`src/rtl/sc_regmode.sv`:
```
// sc_regmode: universal register with load, shift, rotate, increment, decrement and accumulate.
// Optional saturating arithmetic enabled by defining REGMODE_SATURATE_EN.
module sc_regmode #(
  parameter int                           REGMODE_DATAWIDTH  = 32,
  parameter logic [REGMODE_DATAWIDTH-1:0] REGMODE_RESETVALUE = '0
) (
  input  logic                         SC_REGMODE_CLOCK_50,
  input  logic                         SC_REGMODE_RESET_InHigh,
  input  logic                         SC_REGMODE_clear_InLow,
  input  logic                         SC_REGMODE_load_InLow,
  input  logic [2:0]                   SC_REGMODE_mode_InBUS,
  input  logic                         SC_REGMODE_serial_In,
  input  logic [REGMODE_DATAWIDTH-1:0] SC_REGMODE_data_InBUS,
  output logic [REGMODE_DATAWIDTH-1:0] SC_REGMODE_data_OutBUS,
  output logic                         SC_REGMODE_carry_Out,
  output logic                         SC_REGMODE_zero_Out
);

  localparam int W = REGMODE_DATAWIDTH;

`ifdef REGMODE_SATURATE_EN
  localparam bit SatEn = 1'b1;
`else
  localparam bit SatEn = 1'b0;
`endif

  typedef enum logic [2:0] {
    ModeLoad  = 3'b000,
    ModeShl   = 3'b001,
    ModeShr   = 3'b010,
    ModeRol   = 3'b011,
    ModeRor   = 3'b100,
    ModeInc   = 3'b101,
    ModeDec   = 3'b110,
    ModeAcc   = 3'b111
  } mode_e;

  // Clamp an arithmetic result to its limit on overflow when saturation is built in.
  function automatic logic [W-1:0] saturate(input logic [W-1:0] wrapped,
                                            input logic         ovf,
                                            input logic [W-1:0] limit);
    return (SatEn && ovf) ? limit : wrapped;
  endfunction

  logic [W-1:0] regData_p1;
  logic         carry_p1;
  logic [W-1:0] regData_p0;
  logic         carry_p0;

  logic [W:0] incSum_p0;
  logic [W:0] decDiff_p0;
  logic [W:0] accSum_p0;

  assign incSum_p0  = {1'b0, regData_p1} + (W+1)'(1);
  assign decDiff_p0 = {1'b0, regData_p1} - (W+1)'(1);
  assign accSum_p0  = {1'b0, regData_p1} + {1'b0, SC_REGMODE_data_InBUS};

  // Stage p0: next-state selection from the current register and inputs
  always_comb begin
    regData_p0 = regData_p1;
    carry_p0   = carry_p1;
    if (!SC_REGMODE_clear_InLow) begin
      regData_p0 = '0;
      carry_p0   = 1'b0;
    end else if (!SC_REGMODE_load_InLow) begin
      case (mode_e'(SC_REGMODE_mode_InBUS))
        ModeLoad: begin
          regData_p0 = SC_REGMODE_data_InBUS;
          carry_p0   = 1'b0;
        end
        ModeShl: begin
          regData_p0 = {regData_p1[W-2:0], SC_REGMODE_serial_In};
          carry_p0   = regData_p1[W-1];
        end
        ModeShr: begin
          regData_p0 = {SC_REGMODE_serial_In, regData_p1[W-1:1]};
          carry_p0   = regData_p1[0];
        end
        ModeRol: begin
          regData_p0 = {regData_p1[W-2:0], regData_p1[W-1]};
          carry_p0   = regData_p1[W-1];
        end
        ModeRor: begin
          regData_p0 = {regData_p1[0], regData_p1[W-1:1]};
          carry_p0   = regData_p1[0];
        end
        ModeInc: begin
          regData_p0 = saturate(incSum_p0[W-1:0], incSum_p0[W], '1);
          carry_p0   = incSum_p0[W];
        end
        ModeDec: begin
          // Top bit of the widened difference is the borrow out of zero.
          regData_p0 = saturate(decDiff_p0[W-1:0], decDiff_p0[W], '0);
          carry_p0   = decDiff_p0[W];
        end
        ModeAcc: begin
          regData_p0 = saturate(accSum_p0[W-1:0], accSum_p0[W], '1);
          carry_p0   = accSum_p0[W];
        end
      endcase
    end
  end

  // Stage p1: architectural register and carry
  always_ff @(posedge SC_REGMODE_CLOCK_50 or posedge SC_REGMODE_RESET_InHigh) begin
    if (SC_REGMODE_RESET_InHigh) begin
      regData_p1 <= REGMODE_RESETVALUE;
      carry_p1   <= 1'b0;
    end else begin
      regData_p1 <= regData_p0;
      carry_p1   <= carry_p0;
    end
  end

  assign SC_REGMODE_data_OutBUS = regData_p1;
  assign SC_REGMODE_carry_Out   = carry_p1;
  assign SC_REGMODE_zero_Out    = (regData_p1 == '0);

endmodule

```
`config.mk`:
```
export PLATFORM = sky130hd
export DESIGN_NAME = sc_regmode
export DESIGN_NICKNAME = d
export VERILOG_FILES = /design/src/rtl/sc_regmode.sv
export SDC_FILE = /design/constraint.sdc
export NUM_CORES = 1
export LEC_CHECK = 0
export ABC_CLOCK_PERIOD_IN_PS = 4100
export CORE_MARGIN = 5
export CORE_UTILIZATION = 49
export CTS_BUF_LIST = sky130_fd_sc_hd__clkbuf_16
export CTS_CLUSTER_DIAMETER = 30
export DETAILED_ROUTE_END_ITERATION = 6
export GPL_ROUTABILITY_DRIVEN = 0
export PLACE_DENSITY = 0.72
export SYNTH_ARGS = -nofsm -noshare
export SYNTH_HDL_FRONTEND = slang
export SYNTH_SLANG_ARGS = --single-unit
```
`constraint.sdc`:
```
create_clock -name SC_REGMODE_CLOCK_50 -period 4.1 [get_ports SC_REGMODE_CLOCK_50]
set_input_delay 1.025 -clock SC_REGMODE_CLOCK_50 [delete_from_list [all_inputs] [get_ports SC_REGMODE_CLOCK_50]]
set_output_delay 1.025 -clock SC_REGMODE_CLOCK_50 [all_outputs]
set_load 0.05 [all_outputs]
```
Yosys cells after proc, flatten, opt, wreduce, memory -nomap -nowiden. Cells that the tools add are included.

ROM bits: 0. Output and inout bits: 34. Input bits: 40. RAM bits: 0. Latch bits: 0. Memories kept: 0. Bits in registers: 33. Word-level logic and storage cells: 23.

Order comparisons: 0. Shift operators: 0. Div/mod/pow operators: 0. Bitwise operators: 0. $mul: 0. Add/sub/neg operators: 3. Reduce and logical (&&, ||, !) cells: 4. Mux-type cells: 6. Eq/ne operators: 8.

Operators by type and width (count): 32-bit one-hot mux with 8 select lines (1); 32-bit 2-to-1 mux (2); 32-bit by 1-bit adder with 33-bit output (second input constant) (1); 32-bit by 32-bit adder with 33-bit output (1); 32-bit by 1-bit subtractor with 33-bit output (second input constant) (1); 32-bit zero test (1); 3-bit == test (second input constant) (4); 3-bit by 2-bit == test with 1-bit output (second input constant) (2); 1-bit one-hot mux with 6 select lines (1); 2-bit OR reduction (2); 3-bit by 1-bit == test with 1-bit output (second input constant) (1); 3-bit zero test (1); 1-bit 2-to-1 mux (2); 2-bit inequality test (second input constant) (1).

Depth between registers and ports, before layout.
Depth after elaboration: 5. Depth in mapped cells: 11. Depth with buffers taken out: 11.

Least setup slack after synthesis. No wires, ideal clock.

Path kind: reg-to-output. From: register regData_p1[9] (netlist: SC_REGMODE_data_OutBUS[9]). To: output port SC_REGMODE_zero_Out. Path buffers: 1. Arrival time: 2.211 ns. Setup slack: 0.864 ns. Data required time: 3.075 ns. Stages on the path, launching flop included: 5. Cell sequence: dfrtp_1 buf_6 or4_4 nor4_1 and3_1.

Cells in the longest elaborated chain, start to end: 1.

RTL lines: start, declared (RTL line 45) `logic [W-1:0] regData_p1;`; start signal, assigned (RTL line 110) `regData_p1 <= regData_p0;`; 32-bit zero test (RTL line 117) `assign SC_REGMODE_zero_Out = (regData_p1 == '0);`; end, declared (RTL line 16) `output logic SC_REGMODE_zero_Out`.

No other way between the ends.

Final worst setup path.
From: input port SC_REGMODE_data_InBUS[0]. To: register regData_p1[26] (netlist: SC_REGMODE_data_OutBUS[26]).

Cells in the longest elaborated chain, start to end: 4.

RTL lines: start, declared (RTL line 13) `input logic [REGMODE_DATAWIDTH-1:0] SC_REGMODE_data_InBUS,`; 32-bit by 32-bit adder with 33-bit output (RTL line 56) `assign accSum_p0 = {1'b0, regData_p1} + {1'b0, SC_REGMODE_data_InBUS};`; 32-bit one-hot mux with 8 select lines (RTL line 66) `case (mode_e'(SC_REGMODE_mode_InBUS))`; 32-bit 2-to-1 mux (RTL line 65) `end else if (!SC_REGMODE_load_InLow) begin`; 32-bit 2-to-1 mux (RTL line 62) `if (!SC_REGMODE_clear_InLow) begin`.

No other way between the ends. The select of a mux whose other input is x is not followed. A chain may end at the register's enable or synchronous reset.

==> impl_metrics.json <==
{
  "synth_area_um2": 5880,
  "drv_cap": 0,
  "firstDrtPassIters": 6,
  "multi_input_area_um2": 4650,
  "setup_ws_ns": 0.0656,
  "rows": 40,
  "critPathRequiredTime_ns": 4.26,
  "ys_types": 71,
  "min_from": "SC_REGMODE_carry_Out$_DFFE_PP0P_",
  "max_freq_mhz": 248,
  "critical_path_class": "input pin to register",
  "hold_end": "SC_REGMODE_carry_Out$_DFFE_PP0P_",
  "outcome": "finished, final reports clean",
  "clock_latency_ns": 0.30,
  "ff2ff_path_depth": 12,
  "worstMarginPinSlew_ns": 0.914,
  "wl_um": 22300,
  "start_util_pct": 49.4,
  "yosysSeqAreaShare_pct": 14.0,
  "max-slew-margin-rel_pct": 38.2,
  "first_global_vias": 7078,
  "die_w_um": 120,
  "fin_crit_sh_pct": 98.4,
  "cts_root_buffer": "clkbuf_16",
  "grt_usage_pct": 30.7,
  "grt_pass1_wl_um": 36300,
  "io-pin-count": 74,
  "dp_slack_ns": -0.253,
  "drc_errors": 0,
  "reg2reg_slack_ns": 0.69,
  "vias_per_cell": 6.98,
  "num_antenna_cells": 0,
  "slew_violations": 0,
  "synth_top_cell_area_share_pct": 14.0,
  "cts.sinks": 33,
  "crit_arrival_ns": 4.20,
  "dp_hpwl_um": 16500,
  "layout-drive-gt1-share_pct": 7.06,
  "antenna_found_initial": 0,
  "rsz0062_at_grt": "false",
  "synth_cells": 864,
  "min_path_cells": 2,
  "ant_nets": 0,
  "synth_seq_cells": 33,
  "vias": 7355,
  "synth_edf_count": 0,
  "report.final.hold_viol_count": 0,
  "yosysWarnings": 0,
  "grt_max_degree": 34,
  "peakVddDrop_mv": 0.182,
  "r2r-start": "SC_REGMODE_data_OutBUS[0]$_DFFE_PP0P_",
  "fin_skew_ns": 0.00831,
  "synthTopCellsByArea": "dfrtp_1 (14%), ha_1 (7.4%), a21oi_1 (7.1%)",
  "setup_violations": 0,
  "cts_max_level": 2,
  "tritoncts": "yes",
  "cp_max_fo": 4,
  "drt_iter0_drc": 1030,
  "nets": 982,
  "r2r_end": "SC_REGMODE_data_OutBUS[26]$_DFFE_PP0P_",
  "port_buffers": 73,
  "syn_nets": 940,
  "synthArstFlopShare_pct": 100,
  "fin_cells": 1054,
  "crit_path_end_kind": "register",
  "core_area_um2": 11900,
  "die_height_um": 120,
  "place_inst": 1046,
  "overflow": 0,
  "cts_buffer_depth": 2,
  "cts_buffers": 5,
  "ys.flop_type": "dfrtp_1",
  "p_leak_nw": 2.66,
  "layout_min_cycle_time_ns": 4.03,
  "clkTransAtPathRegs_ns": 0.07,
  "area_growth_pct": 18.0,
  "worstHoldPathType": "register to register",
  "wire_per_inst_um": 21.1,
  "powerDensity_nw_per_um2": 262,
  "register_area_um2": 826,
  "start_kind": "input pin",
  "die-area_um2": 14300,
  "synth.avg_cell_area_um2": 6.81,
  "worst_hold_slack_ns": 0.561,
  "synth_area_leader_cell": "dfrtp_1",
  "nFillCells": 1157
}
repair_timing:
item	in CTS	in global routing
buffers inserted	0	0
endpoints found under the setup margin	2	1
resized for setup	1	1
hold buffers	0	0
pin swaps	0	0
metrics by stage:
stage	TNS, ns	instance area (µm²)	util (%)	power [mW]
global placement	-0.223	6780	56.9	1.32
floorplan	0	5880	-	1.06
finish	0	6950	58.3	1.82
CTS	0	6940	58.3	1.79
detailed placement	-0.490	6780	56.9	1.34
global route	0	6950	58.3	1.91
worst max-delay path, cell delays in order:
cell and delay (ns):
clkdlybuf4s50_1 0.49, ha_1 0.20, inv_1 0.06, fa_1 0.39, nor2b_1 0.19, o2111ai_1 0.28, a211oi_1 0.46, o41ai_1 0.14
buf_4 0.16, a311oi_2 0.39, nor2_1 0.10, xor2_1 0.19, o221ai_2 0.13
layout make-up:
class,instances,share of cell area (%)
Clock inverter,3,0.540
Clock buffer,5,1.80
Timing Repair Buffer,111,14.5
Sequential cell,33,11.9
Inverter,31,1.68
Tap cell,147,2.65
Multi-Input combinational cell,724,66.9
registers in the layout, indices dropped and copies added, names as in the netlist:
signal,cells
SC_REGMODE_data_OutBUS,32
SC_REGMODE_carry_Out,1
worst max-delay path by stage:
stage | start | end | slack [ns] | cells past startpoint
6_report | SC_REGMODE_data_InBUS[0] | SC_REGMODE_data_OutBUS[26]$_DFFE_PP0P_ | 0.07 | 13
5_1_grt | SC_REGMODE_data_InBUS[0] | SC_REGMODE_data_OutBUS[30]$_DFFE_PP0P_ | 0.006 | 13
4_1_cts | SC_REGMODE_data_InBUS[0] | SC_REGMODE_data_OutBUS[26]$_DFFE_PP0P_ | 0.17 | 13
2_1_floorplan | SC_REGMODE_data_OutBUS[9]$_DFFE_PP0P_ | SC_REGMODE_zero_Out | 0.86 | 4
3_5_place_dp | SC_REGMODE_data_InBUS[0] | SC_REGMODE_data_OutBUS[26]$_DFFE_PP0P_ | -0.25 | 13
3_3_place_gp | SC_REGMODE_data_InBUS[0] | SC_REGMODE_data_OutBUS[26]$_DFFE_PP0P_ | -0.12 | 13
layout by cell type (no fill, tap or decap), types with 10 or more instances in the layout:
cell type	count
o22ai_1	12
o31ai_1	10
nand2_1	71
nor3_1	29
a211oi_1	12
buf_4	39
nor4_1	14
ha_1	35
a21o_1	12
a221oi_1	14
xor2_1	15
o21ai_0	78
nand3_1	30
and3_1	16
a31oi_1	12
nand4_1	18
a221o_1	10
xnor2_1	30
clkdlybuf4s50_1	71
o221ai_1	10
and2_1	10
dfrtp_1	33
a21oi_1	83
inv_1	32
nor2_1	76
o211ai_1	10
metal layers:
layer  vias to the layer above  global-route usage [%]  part of all wire, %
li1                       3344                       -                    -
met1                      3422                    41.8                   41
met2                       510                    48.0                   45
met3                        79                    4.85                   11
met4                         0                    13.6                  3.9
met5                         -                       0                    0
report_power, final:
part           total (mW)  switching, mW  internal [mW]  leakage, nW
registers           0.436         0.0862          0.349        0.443
clock network       0.456          0.173          0.283       0.0826
logic               0.925          0.563          0.363         2.14
kinds of logic after synthesis:
logic type / share of synthesized area [%]
adder cells (fa/ha/maj): 9.14
multiplexers: 1.38
AO/OA/AOI/OAI: 34.8
XOR/XNOR: 6.70
buffers and inverters: 7.10
AND/OR/NAND/NOR: 26.9
flip-flops: 14.0
cell usage after synthesis (all sizes together) (17+ instances only):
| master | n |
|---|---|
| xnor2 | 30 |
| inv | 31 |
| ha | 35 |
| dfrtp | 33 |
| clkbuf | 68 |
| nand2 | 71 |
| nand4 | 18 |
| o21ai | 79 |
| nor3 | 29 |
| and3 | 17 |
| a21oi | 83 |
| nand3 | 30 |
| nor2 | 76 |
(Power assumes the default switching activity.)
